[src/rtl/lsu_ram_master.sv]
// Load/store initiator driving a word-only, big-endian RAM data port; sub-word stores use read-modify-write.
// Define LSU_MISALIGN_CHECK_EN to reject misaligned half/word accesses with rsp_err_o instead of aligning them down.
module lsu_ram_master (
  input  logic        clk_i,
  input  logic        rst_ni,
  input  logic        req_valid_i,
  output logic        req_ready_o,
  input  logic        req_we_i,
  input  logic [1:0]  req_size_i,
  input  logic        req_unsigned_i,
  input  logic [31:0] req_addr_i,
  input  logic [31:0] req_wdata_i,
  output logic        rsp_valid_o,
  input  logic        rsp_ready_i,
  output logic [31:0] rsp_rdata_o,
  output logic        rsp_err_o,
  output logic [31:0] ram_addr_o,
  output logic [31:0] ram_data_o,
  output logic        ram_we_o,
  output logic        ram_req_o,
  input  logic [31:0] ram_data_i
);

  typedef enum logic [2:0] {S_IDLE, S_RD, S_RMW, S_WR, S_RSP} state_e;

  state_e      state_q, state_d;
  logic [31:0] addr_q, wdata_q, rdata_q;
  logic [1:0]  size_q;
  logic        uns_q, err_q;
  logic        accept, misalign;
  logic [4:0]  lane_sh;
  logic [7:0]  lane_b;
  logic [15:0] lane_h;
  logic [31:0] load_ext, merged;

  assign accept = req_valid_i && req_ready_o;

`ifdef LSU_MISALIGN_CHECK_EN
  assign misalign = ((req_size_i == 2'b01) && req_addr_i[0]) ||
                    (req_size_i[1] && (req_addr_i[1:0] != 2'b00));
`else
  assign misalign = 1'b0;
`endif

  // Big-endian lanes: byte offset k lives at bit (3-k)*8, and 3-k == ~k for two bits.
  assign lane_sh = {~addr_q[1:0], 3'b000};
  assign lane_b  = 8'(ram_data_i >> lane_sh);
  assign lane_h  = addr_q[1] ? ram_data_i[15:0] : ram_data_i[31:16];

  always_comb begin
    load_ext = ram_data_i;
    merged   = wdata_q;
    if (!size_q[1]) begin
      if (size_q[0]) begin
        load_ext = {(uns_q ? 16'h0000 : {16{lane_h[15]}}), lane_h};
        merged   = addr_q[1] ? {ram_data_i[31:16], wdata_q[15:0]}
                             : {wdata_q[15:0], ram_data_i[15:0]};
      end else begin
        load_ext = {(uns_q ? 24'h000000 : {24{lane_b[7]}}), lane_b};
        merged   = (ram_data_i & ~(32'h0000_00FF << lane_sh)) |
                   ({24'h000000, wdata_q[7:0]} << lane_sh);
      end
    end
  end

  always_ff @(posedge clk_i) begin
    if (!rst_ni) state_q <= S_IDLE;
    else         state_q <= state_d;
  end

  always_comb begin
    state_d = state_q;
    case (state_q)
      S_IDLE: if (accept) begin
        if (misalign)       state_d = S_RSP;
        else if (!req_we_i) state_d = S_RD;
        else if (req_size_i[1]) state_d = S_WR;
        else                state_d = S_RMW;
      end
      S_RD:  state_d = S_RSP;
      S_RMW: state_d = S_WR;
      S_WR:  state_d = S_RSP;
      S_RSP: if (rsp_ready_i) state_d = S_IDLE;
      default: state_d = S_IDLE;
    endcase
  end

  always_ff @(posedge clk_i) begin
    if (!rst_ni) begin
      addr_q  <= '0;
      wdata_q <= '0;
      rdata_q <= '0;
      size_q  <= '0;
      uns_q   <= 1'b0;
      err_q   <= 1'b0;
    end else begin
      if (accept) begin
        addr_q  <= req_addr_i;
        wdata_q <= req_wdata_i;
        size_q  <= req_size_i;
        uns_q   <= req_unsigned_i;
        rdata_q <= '0;
        err_q   <= misalign;
      end
      if (state_q == S_RD)  rdata_q <= load_ext;
      if (state_q == S_RMW) wdata_q <= merged;
    end
  end

  always_comb begin
    req_ready_o = 1'b0;
    rsp_valid_o = 1'b0;
    rsp_rdata_o = '0;
    rsp_err_o   = 1'b0;
    ram_addr_o  = '0;
    ram_data_o  = '0;
    ram_we_o    = 1'b0;
    ram_req_o   = 1'b0;
    case (state_q)
      S_IDLE: req_ready_o = rst_ni;
      S_RD, S_RMW: begin
        ram_req_o  = rst_ni;
        ram_addr_o = {addr_q[31:2], 2'b00};
      end
      S_WR: begin
        ram_req_o  = rst_ni;
        ram_we_o   = rst_ni;
        ram_addr_o = {addr_q[31:2], 2'b00};
        ram_data_o = wdata_q;
      end
      S_RSP: begin
        rsp_valid_o = 1'b1;
        rsp_rdata_o = rdata_q;
        rsp_err_o   = err_q;
      end
      default: ;
    endcase
  end

endmodule

[config.mk]
export PLATFORM = sky130hd
export DESIGN_NAME = lsu_ram_master
export DESIGN_NICKNAME = d
export VERILOG_FILES = /design/src/rtl/lsu_ram_master.sv
export SDC_FILE = /design/constraint.sdc
export NUM_CORES = 1
export LEC_CHECK = 0
export CORE_MARGIN = 2
export CORE_UTILIZATION = 45
export DETAILED_ROUTE_END_ITERATION = 8
export GPL_TIMING_DRIVEN = 1
export PLACE_DENSITY = 0.81
export RECOVER_POWER = 25
export SLEW_MARGIN = 20
export SYNTH_ARGS = -nofsm -noshare
export SYNTH_HDL_FRONTEND = slang
export SYNTH_SLANG_ARGS = --single-unit
[constraint.sdc]
create_clock -name clk_i -period 4.1 [get_ports clk_i]
set_clock_uncertainty 0.1 [all_clocks]
set_input_delay 1.025 -clock clk_i [delete_from_list [all_inputs] [get_ports clk_i]]
set_output_delay 1.025 -clock clk_i [all_outputs]
set_load 0.03 [all_outputs]
* Yosys cells after proc, flatten, opt, wreduce, memory -nomap -nowiden *
Cells that the tools add are included.

storage, ports and cells
  bits of input ports = 104
  register bits = 102
  output and inout bits = 101

cells by class
  shifts and indexed selects = 3
  bitwise operators = 4
  reductions and logical operators = 9
  mux-type cells = 24
  equal/unequal tests = 8

operators with widths
  operator                                                                count
  32-bit 2-to-1 mux                                                       12
  32-bit bitwise AND                                                      1
  16-bit 2-to-1 mux                                                       2
  32-bit NOT                                                              1
  32-bit bitwise OR                                                       1
  8-bit by 5-bit << shifter with 32-bit output                            1
  8-bit by 5-bit << shifter with 32-bit output (first input constant)     1
  32-bit by 5-bit >> shifter with 8-bit output                            1
  24-bit 2-to-1 mux                                                       1
  3-bit case mux with 4 select lines                                      1
  3-bit by 2-bit equality test with 1-bit output (second input constant)  2
  3-bit 2-to-1 mux                                                        2
  2-bit != test (second input constant)                                   3
  1-bit 2-to-1 mux                                                        5
  2-bit AND reduction                                                     2
  2-bit nonzero test                                                      2
  3-bit by 1-bit equality test with 1-bit output (second input constant)  1
  3-bit equality test (second input constant)                             1
  3-bit zero test                                                         1
  3-bit != test (second input constant)                                   1
  3-bit AND reduction                                                     1
  3-bit OR reduction                                                      1
  2-bit 2-to-1 mux                                                        1
  2-bit NOT                                                               1
  other kinds (2)                                                         2

* Depth between registers and ports, before layout *
  depth after elaboration = 8
  mapped depth = 8
  gate-level depth less buffers = 4

* Worst setup path after synthesis *
OpenSTA, ideal clock, no wires.

  path type = input-to-output
  from = in rst_ni
  to = out ram_req_o
  path slack = 0.802 ns
  data arrival time = 2.173 ns
  path buffers = 1
  stages on the path = 3
  cell sequence = buf_2 -> clkinv_1 -> nor3_1

between the ends
  cells in the longest elaborated chain, start to end = 1

ends and longest elaborated chain
  item                line  text
  start: declaration  5     input logic rst_ni,
  1-bit 2-to-1 mux    119   case (state_q)
  end: declaration    20    output logic ram_req_o,

No other way between the ends.

* Worst setup path after layout *
  from = reg state_q[0]
  to = out ram_data_o[3]

between the ends
  cells in the longest elaborated chain, start to end = 2

ends and longest elaborated chain
  item                                            line  text
  start: declaration                              26    state_e state_q, state_d;
  start signal: assignment                        68    else state_q <= state_d;
  3-bit by 2-bit equality test with 1-bit output  119
  32-bit 2-to-1 mux                               119
  end: declaration                                18    output logic [31:0] ram_data_o,

No other way between the ends.

==> impl_metrics.json <==
{
  "outcome": "completed",
  "vias_per_cell": 5.81,
  "drive_gt1_share_pct": 9.66,
  "synth_xor_area_share_pct": 0,
  "cts_setup_buffers": 0,
  "fin_area_um2": 7680,
  "hold_depth": 2,
  "clockRootBuffer": "clkbuf_16",
  "crit_path_top_delay_cell": "clkdlybuf4s50_1",
  "worstMarginPinSlew_ps": 1170,
  "fmax_mhz": 286,
  "min_period_over_period_pct": 85.3,
  "placed_area_um2": 7390,
  "internal-power_w": 0.00200,
  "worstSetupEndpointType": "primary output",
  "cts_max_path_buffers": 2,
  "yosys.cell_types.count": 51,
  "cts_max_level": 3,
  "ios": 205,
  "grt_max_degree": 43,
  "synth_top_area_share_pct": 37.4,
  "crit_chain": "nor2b_2 -> buf_4 -> and3_1 -> clkdlybuf4s50_1",
  "rows": 40,
  "avgSynthCellArea_um2": 7.99,
  "cts_resized": 0,
  "slowest_delay_ps": 690,
  "place_congestion": 0.933,
  "fillers": 1031,
  "crit_type": "flop to primary output",
  "coreArea_um2": 11900,
  "cts_buffers": 9,
  "synth-simple-area-share_pct": 27.5,
  "cts.clk_slew.worst_paths_ps": 70,
  "critPathLaunchType": "flop",
  "synth-main-ff-cell": "dfxtp_1",
  "dp_hpwl_um": 13800,
  "maxSlewViolCount": 0,
  "synth_compound_area_share_pct": 23.7,
  "p_per_area_nw_per_um2": 396,
  "power_leakage_nw": 3.38,
  "period_minus_slack_ps": 3500,
  "final_nets": 948,
  "hold_viol": 0,
  "async_reset_ff_share_pct": 0,
  "syn-cell-area_um2": 5460,
  "seq_power_share_pct": 41.6,
  "drc": 0,
  "overflow": 0,
  "holdBufCountCts": 0,
  "grt_pass1_wl_um": 29300,
  "r2r-end": "wdata_q[17]",
  "dieWidth_um": 114,
  "cp_data_arrival_time_ps": 2370,
  "initial_core_util_pct": 45.9,
  "cts_tree": "yes",
  "grt_setup_unrepaired": "false",
  "synth_top_family_by_area": "simple AND/OR/NAND/NOR gates",
  "hold-worst-slack_ps": 352,
  "die_area_um2": 13000,
  "combPwrFrac_pct": 30.2,
  "fin_tns_setup_ps": 0,
  "p_total_w": 0.00304,
  "vdd_drop_max_mv": 0.202,
  "yosysTopAreaCell": "dfxtp_1",
  "yosys.area_share.adder_pct": 0,
  "reg2reg_depth": 6,
  "hp-start": "addr_q[2]",
  "rrSetupSlack_ps": 1100,
  "antenna_left": 0,
  "seq_area_frac_synth_pct": 37.4,
  "area_growth_pct": 40.6,
  "synth_edf_count": 0,
  "synthTopCellsByArea": "dfxtp_1, nand2_1, and3_1, and2_1, a221o_1",
  "clock_power_share_pct": 28.2,
  "detail_route.wirelength_um": 19000,
  "port_buffers": 201,
  "switching_share_pct": 34.1,
  "grt_pass1_vias": 5497,
  "synth_seq_cells": 102,
  "post-synth-top-count-cell": "nand2_1",
  "maxSlewHeadroom_pct": 21.6,
  "synthMuxAreaShare_pct": 3.73,
  "clk_latency_ps": 340,
  "synth-warning-count": 0,
  "synthTopCellsByCount": "nand2_1, dfxtp_1, and3_1",
  "rr_startpoint": "state_q[1]",
  "p_switching_w": 0.00104,
  "dieHeight_um": 114,
  "crit_path_max_fanout": 33,
  "drtIter0Drc": 408,
  "n_antenna_cell": 0,
  "grt_antenna_before_repair": 0,
  "firstDrtPassIters": 5,
  "syn_inst": 684,
  "setup_violations": 0,
  "wl_per_cell_um": 19.1,
  "track_usage_pct": 28.5,
  "worstPathRequired_ps": 2970,
  "maxCapViolCount": 0,
  "hold_path.class": "flop to flop",
  "cts.sinks": 102,
  "vias": 5789,
  "holdPathEnd": "addr_q[2]"
}
==> worst max path at each step <==
stage	startpoint	slack [ps]	endpoint
6_report	state_q[0]	600	ram_data_o[3]
5_1_grt	state_q[0]	490	ram_data_o[5]
4_1_cts	state_q[0]	600	ram_data_o[3]
3_5_place_dp	rst_ni	680	ram_we_o
3_3_place_gp	rst_ni	670	ram_we_o
2_1_floorplan	rst_ni	800	ram_req_o
==> power by group through the flow <==
stage	Combinational [W]	Clock, W	Sequential, W
6_report	0.000918	0.000858	0.00127
5_1_grt	0.00100	0.000903	0.00128
3_3_place_gp	0.000884	0	0.00127
3_5_place_dp	0.000909	0	0.00128
4_1_cts	0.000913	0.000866	0.00126
2_1_floorplan	0.000643	0	0.00120
==> cell usage in the layout (no fill, tap or decap), types with 23 or more instances in the layout <==
cell type / n
dfxtp_1: 102
nand2_1: 113
o22ai_1: 23
clkdlybuf4s50_1: 166
buf_4: 46
and2_1: 38
and3_1: 65
a221o_1: 23
nand3_1: 31
a21oi_1: 25
o21ai_0: 30
==> metrics by stage <==
step	setup WS (ps)	util, %	std cells
after global placement	674	62.0	980
final	604	64.5	996
after floorplan	802	-	686
after detailed placement	682	62.0	980
after global routing	494	64.5	996
after CTS	600	64.5	996
==> registers in the layout, summed over array words and instances (netlist names) <==
register,flops
addr_q,32
wdata_q,32
size_q,2
state_q,3
uns_q,1
rdata_q,32
==> layout make-up <==
class,count,area (um^2),area share (%)
Clock inverter,3,43.8,0.570
Multi-Input combinational cell,493,3020,39.3
Clock buffer,13,250,3.26
Sequential cell,102,2040,26.6
Tap cell,147,184,2.39
Timing Repair Buffer,218,2070,26.9
Inverter,20,75.1,0.977
==> critical path: cells and delay by family, from the launching register on <==
family,cells,cell delay [ps]
buffers and inverters,2,990
flip-flops,1,550
AND/OR/NAND/NOR,2,490
==> kinds of logic (layout without fill, tap and decap cells) <==
| family | after synthesis | count (layout) |
|---|---|---|
| flip-flops | 102 | 102 |
| buffers and inverters | 91 | 254 |
| other | 1 | 3 |
| AND/OR/NAND/NOR | 293 | 293 |
| multiplexers | 18 | 18 |
| AO/OA/AOI/OAI | 179 | 179 |
==> metal layers <==
layer,routed length [um],track usage (%)
met2,8920,48.2
met4,437,9.02
met1,7880,35.3
met5,0,0
met3,1750,7.89
Note: power is estimated with default switching activity, not from simulation.
